$ cat src/rtl/clk_div_pkg.sv
// Shared types, defaults and config sanitising for the programmable clock divider.
package clk_div_pkg;

  localparam int DEF_DIV  = 256;
  localparam int DEF_HIGH = 128;
  localparam int CFG_W    = 32;

  typedef enum logic {
    CH_IDLE = 1'b0,
    CH_RUN  = 1'b1
  } chan_state_t;

  typedef struct packed {
    logic [CFG_W-1:0] div;
    logic [CFG_W-1:0] high;
  } chan_cfg_t;

  // Periods below 2 cannot toggle; an empty or full high phase falls back to a half duty cycle.
  function automatic chan_cfg_t sanitize_cfg(input logic [CFG_W-1:0] div,
                                             input logic [CFG_W-1:0] high);
    chan_cfg_t r;
    r.div  = (div < CFG_W'(2)) ? CFG_W'(2) : div;
    r.high = ((high == '0) || (high >= r.div)) ? (r.div >> 1) : high;
    return r;
  endfunction

endpackage

$ cat src/rtl/clk_div_chan.sv
// One divider channel: shadow config, period counter, IDLE/RUN FSM and registered outputs.
module clk_div_chan
  import clk_div_pkg::*;
#(
  parameter int CW       = 16,
  parameter int DEF_DIV  = clk_div_pkg::DEF_DIV,
  parameter int DEF_HIGH = clk_div_pkg::DEF_HIGH
) (
  input  logic          clk_in,
  input  logic          resetn,
  input  logic          en,
  input  logic          wr,
  input  logic [CW-1:0] wr_div,
  input  logic [CW-1:0] wr_high,
  output logic          pend,
  output chan_state_t   state,
  output logic          clk_out,
  output logic          tick
);

  localparam logic [CW-1:0] DIV_RST  = CW'(DEF_DIV);
  localparam logic [CW-1:0] HIGH_RST = CW'(DEF_HIGH);

  logic [CW-1:0] cnt;
  logic [CW-1:0] div_a;
  logic [CW-1:0] high_a;
  logic [CW-1:0] div_s;
  logic [CW-1:0] high_s;
  logic [CW-1:0] cnt_inc;
  logic          at_boundary;

  assign cnt_inc     = cnt + CW'(1);
  assign at_boundary = (cnt == div_a - CW'(1));

  // wr is only ever raised while pend is clear, so loading and applying the shadow never collide.
  always_ff @(posedge clk_in or negedge resetn) begin
    if (!resetn) begin
      state   <= CH_IDLE;
      cnt     <= '0;
      div_a   <= DIV_RST;
      high_a  <= HIGH_RST;
      div_s   <= DIV_RST;
      high_s  <= HIGH_RST;
      pend    <= 1'b0;
      clk_out <= 1'b0;
      tick    <= 1'b0;
    end else begin
      if (wr) begin
        div_s  <= wr_div;
        high_s <= wr_high;
        pend   <= 1'b1;
      end
      case (state)
        CH_IDLE: begin
          if (pend) begin
            div_a  <= div_s;
            high_a <= high_s;
            pend   <= 1'b0;
          end
          if (en) begin
            state   <= CH_RUN;
            cnt     <= '0;
            clk_out <= 1'b1;
            tick    <= 1'b1;
          end
        end
        CH_RUN: begin
          if (at_boundary) begin
            if (pend) begin
              div_a  <= div_s;
              high_a <= high_s;
              pend   <= 1'b0;
            end
            cnt <= '0;
            if (!en) begin
              state   <= CH_IDLE;
              clk_out <= 1'b0;
              tick    <= 1'b0;
            end else begin
              clk_out <= 1'b1;
              tick    <= 1'b1;
            end
          end else begin
            cnt     <= cnt_inc;
            clk_out <= (cnt_inc < high_a);
            tick    <= 1'b0;
          end
        end
        default: begin
          state <= CH_IDLE;
        end
      endcase
    end
  end

endmodule

$ cat src/rtl/clk_div_prog.sv
// Multi-channel programmable divider: config decode, ready mux and per-channel instances.
module clk_div_prog
  import clk_div_pkg::*;
#(
  parameter int NCH      = 2,
  parameter int CW       = 16,
  parameter int DEF_DIV  = clk_div_pkg::DEF_DIV,
  parameter int DEF_HIGH = clk_div_pkg::DEF_HIGH,
  localparam int CHW     = (NCH > 1) ? $clog2(NCH) : 1
) (
  input  logic           clk_in,
  input  logic           resetn,
  input  logic [NCH-1:0] en,
  input  logic           cfg_valid,
  output logic           cfg_ready,
  input  logic [CHW-1:0] cfg_ch,
  input  logic [CW-1:0]  cfg_div,
  input  logic [CW-1:0]  cfg_high,
  output logic [NCH-1:0] clk_out,
  output logic [NCH-1:0] tick,
  output logic [NCH-1:0] run
);

  logic [NCH-1:0]        pend;
  logic [(1<<CHW)-1:0]   pend_pad;
  logic                  cfg_acc;
  chan_cfg_t             cfg_san;
  logic [CW-1:0]         san_div;
  logic [CW-1:0]         san_high;
  logic                  unused_san;
  chan_state_t           ch_state [NCH];

  // Out-of-range channel numbers read as never pending, so such writes are accepted and dropped.
  for (genvar g = 0; g < (1 << CHW); g++) begin : g_pad
    if (g < NCH) begin : g_real
      assign pend_pad[g] = pend[g];
    end else begin : g_void
      assign pend_pad[g] = 1'b0;
    end
  end

  // Handshake: a write transfers on a clock edge where cfg_valid & cfg_ready; cfg_ready
  // depends only on cfg_ch and that channel's pend flag, never on cfg_valid.
  assign cfg_ready = ~pend_pad[cfg_ch];
  assign cfg_acc   = cfg_valid & cfg_ready;

  assign cfg_san    = sanitize_cfg(CFG_W'(cfg_div), CFG_W'(cfg_high));
  assign san_div    = cfg_san.div[CW-1:0];
  assign san_high   = cfg_san.high[CW-1:0];
  assign unused_san = ^{cfg_san.div, cfg_san.high};

  for (genvar g = 0; g < NCH; g++) begin : g_chan
    clk_div_chan #(
      .CW       (CW),
      .DEF_DIV  (DEF_DIV),
      .DEF_HIGH (DEF_HIGH)
    ) u_chan (
      .clk_in  (clk_in),
      .resetn  (resetn),
      .en      (en[g]),
      .wr      (cfg_acc && (cfg_ch == CHW'(g))),
      .wr_div  (san_div),
      .wr_high (san_high),
      .pend    (pend[g]),
      .state   (ch_state[g]),
      .clk_out (clk_out[g]),
      .tick    (tick[g])
    );
    assign run[g] = (ch_state[g] == CH_RUN);
  end

endmodule

$ cat config.mk
export PLATFORM = sky130hd
export DESIGN_NAME = clk_div_prog
export DESIGN_NICKNAME = d
export VERILOG_FILES = /design/src/rtl/clk_div_pkg.sv /design/src/rtl/clk_div_chan.sv /design/src/rtl/clk_div_prog.sv
export SDC_FILE = /design/constraint.sdc
export NUM_CORES = 1
export LEC_CHECK = 0
export CORE_ASPECT_RATIO = 1.25
export CORE_MARGIN = 2
export CORE_UTILIZATION = 50
export DETAILED_ROUTE_END_ITERATION = 7
export PLACE_DENSITY = 0.67
export SYNTH_ARGS = -nofsm -noshare
export SYNTH_HDL_FRONTEND = slang
export SYNTH_HIERARCHICAL = 1
export SYNTH_SLANG_ARGS = --single-unit
$ cat constraint.sdc
create_clock -name clk_in -period 5 [get_ports clk_in]
set_input_delay 0.75 -clock clk_in [delete_from_list [all_inputs] [get_ports clk_in]]
set_output_delay 0.75 -clock clk_in [all_outputs]
set_load 0.05 [all_outputs]
==> impl_metrics.csv, run 1 <==
group,metric,value,unit
clock_network,clock_sinks,168,
clock_network,cts-root-buf,"clkbuf_16",
power,cellPowerDensity,386.7,mW/mm²
final_layout,stdcell_area,0.01145,mm²
detailed_routing,totalWireLength,24580,µm
timing,period_minus_slack,4.096,ns
floorplan,fp-row-count,58,
clock_network,cts_inserted_buffers,17,
global_routing,grt_antenna_before_repair,1,
synth,async_flop_share,100.0,%
detailed_routing,vias,7568,
synth,synth-xor-area-share,4.939,%
power,ir_drop,0.2646,mV
synth,netlist_area,0.01028,mm²
timing,fin_skew,0.008782,ns
detailed_routing,drt_iter0_markers,422,
detailed_routing,wl_per_cell,18.89,µm
clock_network,cts_tree,"yes",
floorplan,core_area,0.02017,mm²
critical_path,worstSetupPathType,"input pin to register",
floorplan,initial_core_util,50.98,%
synth,netlist_instances,1025,
synth,ys_warn_count,6,
global_routing,grt_pass1_vias,7620,
synth,synth_ff_type,"dfrtp_1",
critical_path,crit_fanout,16,
critical_path,r2r-start,"g_chan[0].u_chan/div_a[0]",
clock_network,cts-resized-gates,0,
synth,syn_area_per_cell,10.03,µm²
critical_path,required,5.31,ns
global_routing,grt_start_max_net_pins,86,
status,status,"complete, no violations",
clock_network,max-clock-path-buffers,2,
min_path,min_path_type,"input pin to async pin",
synth,synth_cell_types,77,
timing,worst_pin_slew,1.195,ns
clock_network,htree_levels,4,
timing,slew_headroom,20.12,%
detailed_routing,drc,0,
final_layout,area_growth,11.34,%
global_routing,grt_pass1_wl,40620,µm
synth,synth_compound_area_share,13.75,%
clock_network,clk_pin_slew,0.06,ns
job,drv_cap,0,
synth,synthMuxAreaShare,13.07,%
critical_path,ff2ff_path_depth,10,
synth,synthSimpleGateAreaFrac,15.58,%
timing,rsz0062_at_grt,"false",
critical_path,crit_arrival,4.41,ns
placed_design,postPlaceCellArea,0.01080,mm²
floorplan,io_pins,45,
clock_network,post-cts-setup-buffers,0,
power,p_leak,4.879,nW
placed_design,dpl.hpwl,17720,µm
timing,hold_violations,0,
clock_network,hold_buffers,0,
placed_design,io_buffers,44,
critical_path,r2r_end,"g_chan[0].u_chan/pend",
final_layout,fin_nets,1108,
floorplan,die-height,164.4,µm
timing,fmax,244.1,MHz
synth,synth_top_family_by_area,"simple AND/OR/NAND/NOR gates",
critical_path,critPathCaptureType,"register",
synth,synth_edf_count,0,
final_layout,drive_gt1_share,15.03,%
final_layout,diodes,0,
clock_network,clk_latency,0.43,ns
synth,synth_nets,1113,
detailed_routing,dr.pass1.iters,5,
synth,yosysSeqAreaShare,40.97,%
detailed_routing,avgViaCountPerCell,5.817,
critical_path,reg2reg_setup_slack,1.32,ns
floorplan,die_w,132.3,µm
global_routing,grt_overflow,0,
detailed_routing,ant_nets,0,
timing,fin_tns_setup,0,ns
final_layout,fillCellCount,1785,
synth,synth_seq_cells,168,
timing,slew_viol_final,0,
critical_path,startpoint_type,"input pin",
synth,synthAdderAreaFrac,6.083,%
placed_design,gp_congestion,0.8691,
floorplan,dieArea,0.02174,mm²
timing,final.period_utilization,81.92,%
global_routing,track_usage,23.82,%
timing,setup_violations,0,
[synth_stat cells, types with 3 or more instances]
library cell / instances / share of area (%)
nor3b_1: 5 / 0.37
buf_2: 10 / 0.49
xor2_1: 21 / 1.8
nand2b_1: 42 / 2.6
mux2i_1: 3 / 0.29
buf_6: 6 / 0.66
or2_2: 4 / 0.24
nor2b_1: 5 / 0.30
clkbuf_1: 61 / 2.2
inv_1: 56 / 2.0
nor2_1: 41 / 1.5
mux2_1: 25 / 2.7
nand3_1: 31 / 1.5
nand2_1: 84 / 3.1
or3_1: 5 / 0.30
ha_1: 50 / 6.1
and3_1: 8 / 0.49
o21a_1: 9 / 0.66
mux2_4: 8 / 1.2
or4_1: 9 / 0.66
nor4_1: 17 / 1.0
nand4_1: 7 / 0.43
dfstp_2: 8 / 2.0
dfrtp_1: 160 / 39
o211ai_1: 85 / 6.2
a211oi_1: 5 / 0.37
o31ai_1: 4 / 0.29
nand4b_1: 4 / 0.34
nor3_1: 13 / 0.63
a21oi_1: 18 / 0.88
o21ai_0: 24 / 1.2
a22o_1: 9 / 0.77
xnor2_1: 37 / 3.2
and2_1: 3 / 0.18
o21ai_1: 4 / 0.19
or3b_2: 3 / 0.26
a31oi_1: 5 / 0.30
mux2_2: 81 / 8.9
a21o_1: 5 / 0.37
nand3b_1: 4 / 0.29
[report_power, final]
| group | internal (mW) | total (mW) | switching (mW) |
|---|---|---|---|
| Combinational | 0.517 | 0.965 | 0.448 |
| Sequential | 1.70 | 1.98 | 0.288 |
| Clock | 0.946 | 1.48 | 0.533 |
| Total | 3.16 | 4.43 | 1.27 |
[layout make-up]
class                           count  area, µm²  share of cell area, %
Sequential cell                   168       4214                  36.80
Clock buffer                       22      454.2                  3.966
Inverter                           57      214.0                  1.868
Multi-Input combinational cell    720       5505                  48.08
Tap cell                          270      337.8                  2.950
Clock inverter                      8      193.9                  1.694
Timing Repair Buffer               56      531.8                  4.644
[flip-flops by register name (all words and copies together), names as in the netlist]
register and count:
g_chan.u_chan/clk_out 2, g_chan.u_chan/high_s 32, g_chan.u_chan/pend 2, g_chan.u_chan/high_a 32
g_chan.u_chan/cnt 32, g_chan.u_chan/tick 2, g_chan.u_chan/state 2, g_chan.u_chan/div_s 32
g_chan.u_chan/div_a 32
[worst max path at each step]
stage	startpoint	end	slack, ns	depth (start not counted)
floorplan	cfg_div[10]	g_chan[0].u_chan/high_s[8]	1.94	11
global placement	cfg_div[13]	g_chan[1].u_chan/high_s[12]	0.65	11
detailed placement	cfg_div[13]	g_chan[1].u_chan/high_s[10]	0.56	11
CTS	cfg_div[13]	g_chan[1].u_chan/high_s[1]	0.95	11
global route	cfg_div[13]	g_chan[0].u_chan/high_s[6]	0.65	12
finish	cfg_div[13]	g_chan[1].u_chan/high_s[1]	0.90	11
[metal layers]
layer	track usage, %	routed length, µm	part of all wire (%)
met5	0	0	0
met2	41.57	12560	51
met4	10.31	741	3.0
met1	29.33	10680	43
met3	3.827	599	2.4
[metrics by stage]
stage | power, mW | instances | setup WS [ns] | hold slack (ns) | util [%]
after floorplan | 2.629 | 1025 | 1.939 | 0.4544 | -
after global placement | 2.943 | 1271 | 0.6465 | 0.4684 | 53.55
after detailed placement | 2.962 | 1271 | 0.5564 | 0.4760 | 53.55
after CTS | 4.467 | 1301 | 0.9507 | 0.3960 | 56.76
after global routing | 4.677 | 1301 | 0.6540 | 0.4215 | 56.76
final | 4.428 | 1301 | 0.9040 | 0.3551 | 56.76
[worst max-delay path, stage by stage]
cell	delay, ns
clkdlybuf4s50_1	0.49
nor4_1	0.71
nand4_1	0.19
and2_1	0.25
ha_1	0.28
nor2_1	0.09
a21oi_1	0.07
o311ai_1	0.26
o211ai_2	0.54
mux2_2	0.49
mux2_2	0.28
[cells in the final DEF, fill, tap and decap left out, types with 17 or more instances in the layout]
master / n
clkdlybuf4s50_1: 43
o211ai_1: 85
nand2b_1: 42
nor2_1: 40
mux2_1: 25
clkbuf_16: 17
o21ai_0: 24
xor2_1: 21
ha_1: 50
nor4_1: 17
mux2_2: 81
nand3_1: 31
xnor2_1: 37
dfrtp_1: 160
inv_1: 56
a21oi_1: 18
nand2_1: 84
[logic make-up after synthesis]
family | Yosys count
simple gates | 298
compound gates | 197
flops | 168
buf+inv | 137
mux | 117
xor+xnor | 58
fa+ha+maj | 50
Note: power is estimated with default switching activity, not from simulation.
==> run 2: changes to the inputs <==
--- a/config.mk
+++ b/config.mk
@@ -9,7 +9,7 @@
 export CORE_MARGIN = 2
 export CORE_UTILIZATION = 50
 export DETAILED_ROUTE_END_ITERATION = 7
-export PLACE_DENSITY = 0.67
+export PLACE_DENSITY = 0.69
 export SYNTH_ARGS = -nofsm -noshare
 export SYNTH_HDL_FRONTEND = slang
 export SYNTH_HIERARCHICAL = 1
==> constraint.sdc (replaced) <==
create_clock -name clk_in -period 3.7 [get_ports clk_in]
set_input_delay 0.555 -clock clk_in [delete_from_list [all_inputs] [get_ports clk_in]]
set_output_delay 0.555 -clock clk_in [all_outputs]
set_load 0.05 [all_outputs]
==> run 2 against run 1 <==
Against the previous run:
- hold slack lost 0.24 ns
- sequential power rose by 33%
- first-iteration DRC count is 0.71% higher
- register-to-register slack worse by 1.1 ns
- die area is the same
- clock power increased by 22%
- highest routed layer unchanged
- setup slack got worse by 0.64 ns
- critical endpoint is now g_chan[1].u_chan/high_a[1]
- combinational power is 40% higher
- critical path depth down 1
- sequential cell count unchanged
- clock skew is 0.0015 ns lower
- largest cell class unchanged
- final cell count grew 2.8%
==> impl_metrics.csv, run 2 (synthesized netlist as in run 1, its figures left out) <==
group,metric,value,unit
critical_path,slowest_stage,"or3b_2",
clock_network,post-cts-setup-buffers,0,
placed_design,dp.cells,1305,
critical_path,required,4.01,ns
critical_path,r2r_end,"g_chan[1].u_chan/high_a[1]",
global_routing,grt_start_max_net_pins,78,
final_layout,fillCellCount,1775,
detailed_routing,totalWireLength,24990,µm
timing,rsz0062_at_grt,"false",
power,clkPwrFrac,31.0,%
timing,whs,0.1111,ns
timing,final.period_utilization,92.93,%
timing,slew_headroom,57.88,%
global_routing,grt_overflow,0,
detailed_routing,drt_iter0_markers,425,
detailed_routing,drc,0,
clock_network,htree_levels,4,
timing,slew_viol_final,0,
detailed_routing,wl_per_cell,18.69,µm
power,seq_power_share,45.7,%
critical_path,cp_num_buf_inv,2,
global_routing,grt_pass1_vias,7739,
final_layout,finish.utilization,57.91,%
critical_path,r2r-start,"g_chan[1].u_chan/div_a[0]",
final_layout,stdcell_area,0.01168,mm²
power,comb_power_share,23.3,%
placed_design,gp_congestion,0.9173,
final_layout,mostFrequentLayoutCell,"dfrtp_1",
global_routing,grt_pass1_wl,41000,µm
critical_path,startpoint_type,"register",
critical_path,crit_family,"simple AND/OR/NAND/NOR gates",
clock_network,clk_latency,0.43,ns
power,p_sw,1.757,mW
clock_network,clk_pin_slew,0.07,ns
final_layout,drive_gt1_share,18.28,%
timing,setup_violations,0,
final_layout,fin_cells,1337,
clock_network,cts_inserted_buffers,17,
timing,worst_pin_slew,0.6294,ns
detailed_routing,avgViaCountPerCell,5.825,
clock_network,max-clock-path-buffers,2,
job,drv_cap,0,
power,cellPowerDensity,495.2,mW/mm²
power,intPower,4.028,mW
final_layout,area_growth,13.59,%
min_path,min_path_type,"input pin to async pin",
clock_network,cts_tree,"yes",
critical_path,crit_arrival,3.75,ns
detailed_routing,ant_nets,0,
clock_network,hold_buffers,0,
power,ir_drop,0.3762,mV
final_layout,fin_nets,1142,
global_routing,grt_antenna_before_repair,0,
timing,fmax,290.8,MHz
critical_path,crit_fanout,25,
timing,hold_violations,0,
critical_path,reg2reg_setup_slack,0.26,ns
floorplan,initial_core_util,50.98,%
clock_network,clock_sinks,168,
floorplan,die_w,132.3,µm
placed_design,post-place-ws,0.02929,ns
clock_network,cts-resized-gates,0,
timing,fin_skew,0.007245,ns
floorplan,dieArea,0.02174,mm²
floorplan,core_area,0.02017,mm²
placed_design,postPlaceCellArea,0.01110,mm²
placed_design,dpl.hpwl,18280,µm
floorplan,io_pins,45,
floorplan,fp-row-count,58,
critical_path,crit_chain,"inv_1 -> ha_1 -> or3b_2 -> nor4b_1 -> xnor2_1 -> nor4b_2 -> nand4_1 -> a21boi_2 -> buf_12 -> mux2_1",
final_layout,diodes,0,
detailed_routing,dr.pass1.iters,5,
power,power,5.785,mW
timing,fin_tns_setup,0,ns
critical_path,slowest_delay,0.53,ns
critical_path,worstSetupPathType,"register to register",
detailed_routing,vias,7788,
global_routing,track_usage,23.89,%
clock_network,cts-root-buf,"clkbuf_16",
status,status,"complete, no violations",
final_layout,layout_common_cells,"dfrtp_1 (160), o211ai_1 (85), nand2_1 (84)",
power,p_sw_share,30.37,%
placed_design,io_buffers,44,
timing,period_minus_slack,3.439,ns
critical_path,ff2ff_path_depth,10,
critical_path,critPathCaptureType,"register",
timing,fin_ws,0.2615,ns
power,p_leak,5.032,nW
floorplan,die-height,164.4,µm
[run 2: how the worst max path moves through the flow]
stage / from / end / depth (start not counted)
after floorplan: g_chan[1].u_chan/div_a[4] / g_chan[1].u_chan/div_a[9] / 9
after global placement: cfg_div[8] / g_chan[0].u_chan/high_s[14] / 13
after detailed placement: cfg_div[8] / g_chan[1].u_chan/high_s[13] / 13
final: g_chan[1].u_chan/div_a[0] / g_chan[1].u_chan/high_a[1] / 10
after CTS: g_chan[1].u_chan/div_a[5] / g_chan[1].u_chan/high_a[1] / 8
after global routing: g_chan[1].u_chan/cnt[1] / g_chan[1].u_chan/clk_out / 14
[run 2: worst register-to-register path, delay by kind of cell (launching register included)]
family / cells / cell delay, ns
adder cells (fa/ha/maj): 1 / 0.20
AND/OR/NAND/NOR: 4 / 1.60
AO/OA/AOI/OAI: 1 / 0.31
XOR/XNOR: 1 / 0.13
flip-flops: 1 / 0.43
buffers and inverters: 2 / 0.29
multiplexers: 1 / 0.36
[run 2: layout make-up]
cell class                 instances  area, µm²  area share [%]
sequential                       168       4214           36.07
clock buffer                      18      439.2           3.759
tap                              270      337.8           2.892
multi-input combinational        720       5505           47.12
timing repair buffer              90      824.5           7.058
inverter                          57      214.0           1.831
clock inverter                    14      147.6           1.264
[run 2: power groups by stage]
| stage | combinational [mW] | sequential [mW] | clock [mW] |
|---|---|---|---|
| global placement | 1.31 | 2.66 | 0 |
| floorplan | 1.05 | 2.50 | 0 |
| detailed placement | 1.34 | 2.67 | 0 |
| finish | 1.35 | 2.64 | 1.80 |
| global route | 1.50 | 2.71 | 1.91 |
| CTS | 1.35 | 2.64 | 1.83 |
[run 2: per-layer routing]
| metal | GRT usage (%) | vias up | share of wire [%] |
|---|---|---|---|
| li1 | - | 3749 | - |
| met1 | 28.73 | 3830 | 42 |
| met2 | 41.74 | 146 | 51 |
| met3 | 3.025 | 63 | 2.3 |
| met4 | 13.20 | 0 | 4.5 |
| met5 | 0 | - | 0 |
==> run 3: changes to the inputs <==
--- a/config.mk
+++ b/config.mk
@@ -7,9 +7,9 @@
 export LEC_CHECK = 0
 export CORE_ASPECT_RATIO = 1.25
 export CORE_MARGIN = 2
-export CORE_UTILIZATION = 50
+export CORE_UTILIZATION = 56
 export DETAILED_ROUTE_END_ITERATION = 7
-export PLACE_DENSITY = 0.69
+export PLACE_DENSITY = 0.77
 export SYNTH_ARGS = -nofsm -noshare
 export SYNTH_HDL_FRONTEND = slang
 export SYNTH_HIERARCHICAL = 1
==> run 3 against run 2 <==
Against the previous run:
- sequential power is essentially flat
- register-to-register slack improved by 0.08 ns
- final area fell by 0.71%
- first-iteration DRC count rose by 15%
- setup slack gained 0.075 ns
- core utilization increased by 6.4 points
- global-route usage is 2.4 points higher
- critical path depth stayed put
- sequential cell count stayed put
- final cell count down 3.3%
- die area decreased by 10%
==> impl_metrics.csv, run 3 (synthesized netlist as in run 1, its figures left out) <==
group,metric,value,unit
status,status,"complete, no violations",
clock_network,max-clock-path-buffers,2,
global_routing,grt_overflow,0,
timing,final.period_utilization,90.90,%
floorplan,core_area,0.01803,mm²
detailed_routing,drt_iter0_markers,488,
placed_design,dpl.hpwl,17960,µm
placed_design,io_buffers,44,
floorplan,fp-row-count,55,
clock_network,post-cts-setup-buffers,0,
clock_network,clock_sinks,168,
detailed_routing,ant_nets,0,
power,seq_power_share,46.1,%
final_layout,fin_nets,1140,
global_routing,grt_pass1_wl,40680,µm
timing,slew_headroom,41.73,%
timing,period_minus_slack,3.363,ns
timing,fin_skew,0.01309,ns
detailed_routing,wl_per_cell,19.34,µm
detailed_routing,avgViaCountPerCell,6.110,
detailed_routing,totalWireLength,25010,µm
timing,fin_tns_setup,0,ns
critical_path,reg2reg_setup_slack,0.34,ns
final_layout,fin_cells,1293,
global_routing,grt_antenna_before_repair,0,
min_path,min_path_type,"input pin to async pin",
critical_path,crit_chain,"inv_1 -> ha_1 -> or3b_2 -> nor4b_1 -> xnor2_1 -> nor4b_2 -> nand4_1 -> a21boi_2 -> buf_12 -> mux2_2",
floorplan,die_w,125.2,µm
job,drv_cap,0,
power,p_sw_share,29.97,%
critical_path,critPathCaptureType,"register",
power,comb_power_share,23.5,%
critical_path,cp_num_buf_inv,2,
placed_design,dp.cells,1261,
power,p_sw,1.730,mW
final_layout,register_area,0.004214,mm²
power,ir_drop,0.3542,mV
global_routing,grt_pass1_vias,7872,
critical_path,required,4.01,ns
power,power,5.770,mW
clock_network,cts-root-buf,"clkbuf_16",
critical_path,startpoint_type,"register",
power,cellPowerDensity,497.4,mW/mm²
critical_path,crit_fanout,32,
critical_path,worstSetupPathType,"register to register",
global_routing,grt_start_max_net_pins,95,
final_layout,layout_common_cells,"dfrtp_1 (160), o211ai_1 (85), nand2_1 (84)",
timing,worst_pin_slew,0.8740,ns
detailed_routing,vias,7900,
clock_network,clk_latency,0.43,ns
detailed_routing,drc,0,
clock_network,cts_inserted_buffers,17,
global_routing,track_usage,26.32,%
clock_network,cts-resized-gates,0,
floorplan,die-height,155.5,µm
final_layout,multi_input_area,0.005505,mm²
final_layout,finish.utilization,64.34,%
critical_path,slowest_delay,0.54,ns
floorplan,io_pins,45,
timing,slew_viol_final,0,
timing,setup_violations,0,
floorplan,dieArea,0.01947,mm²
final_layout,mostFrequentLayoutCell,"dfrtp_1",
clock_network,htree_levels,4,
timing,hold_violations,0,
final_layout,diodes,0,
power,clkPwrFrac,30.4,%
placed_design,gp_congestion,0.9354,
power,p_leak,5.000,nW
floorplan,initial_core_util,57.04,%
critical_path,slowest_stage,"or3b_2",
critical_path,crit_arrival,3.67,ns
final_layout,fillCellCount,1459,
timing,rsz0062_at_grt,"false",
clock_network,clk_pin_slew,0.06,ns
critical_path,crit_family,"simple AND/OR/NAND/NOR gates",
power,intPower,4.041,mW
final_layout,area_growth,12.79,%
clock_network,cts_tree,"yes",
detailed_routing,dr.pass1.iters,5,
timing,fmax,297.3,MHz
final_layout,drive_gt1_share,17.65,%
clock_network,hold_buffers,0,
-- run 3: changes by cell type in the layout (fill, tap and decap cells not counted) --
cell	delta
clkbuf_1	+5
clkinv_4	-3
inv_6	-3
buf_4	-2
clkinv_2	-2
clkinvlp_4	+2
clkbuf_8	+1
-- run 3: layout make-up --
| cell class | instances | area share [%] |
|---|---|---|
| multi-input combinational | 720 | 47.46 |
| timing repair buffer | 88 | 6.979 |
| inverter | 57 | 1.844 |
| clock inverter | 8 | 0.8629 |
| clock buffer | 24 | 4.066 |
| sequential | 168 | 36.33 |
| tap | 228 | 2.459 |
-- run 3: layer usage --
layer | track usage [%] | vias to the layer above | routed length [µm]
li1 | - | 3745 | -
met2 | 48.19 | 173 | 13330
met4 | 12.33 | 0 | 948
met5 | 0 | - | 0
met1 | 29.98 | 3932 | 10050
met3 | 4.264 | 50 | 673
-- run 3: power groups by stage --
stage               Sequential, mW  Clock (mW)  Combinational [mW]
finish                        2.66        1.75                1.36
global route                  2.71        1.86                1.50
CTS                           2.65        1.78                1.36
detailed placement            2.67           0                1.35
global placement              2.65           0                1.30
floorplan                     2.50           0                1.05
-- run 3: through the flow --
stage | hold slack [ns] | worst slack [ns] | cell area [µm²]
floorplan | 0.2594 | 0.6444 | 10280
global placement | 0.4696 | 0.08082 | 11030
detailed placement | 0.4759 | 0.05252 | 11030
CTS | 0.2367 | 0.3131 | 11600
global route | 0.2649 | 0.01642 | 11600
finish | 0.2079 | 0.3366 | 11600
-- run 3: final timing paths --
check	startpoint	end	depth (start not counted)
worst max-delay path	g_chan[1].u_chan/div_a[0]	g_chan[1].u_chan/div_a[9]	10
worst min-delay path	resetn	g_chan[0].u_chan/div_a[14]	1
worst max register to register	g_chan[1].u_chan/div_a[0]	g_chan[1].u_chan/div_a[9]	10
worst min register to register	g_chan[1].u_chan/high_a[6]	g_chan[1].u_chan/high_a[6]	1
max in group asynchronous	resetn	g_chan[1].u_chan/div_s[2]	2
min in group clk_in	g_chan[1].u_chan/high_a[6]	g_chan[1].u_chan/high_a[6]	1
-- run 3: worst reg2reg max path, stage by stage (launching register included) --
cell and delay [ns]:
dfrtp_1 0.43, inv_1 0.09, ha_1 0.22, or3b_2 0.54
nor4b_1 0.38, xnor2_1 0.14, nor4b_2 0.34, nand4_1 0.26
a21boi_2 0.25, buf_12 0.22, mux2_2 0.38
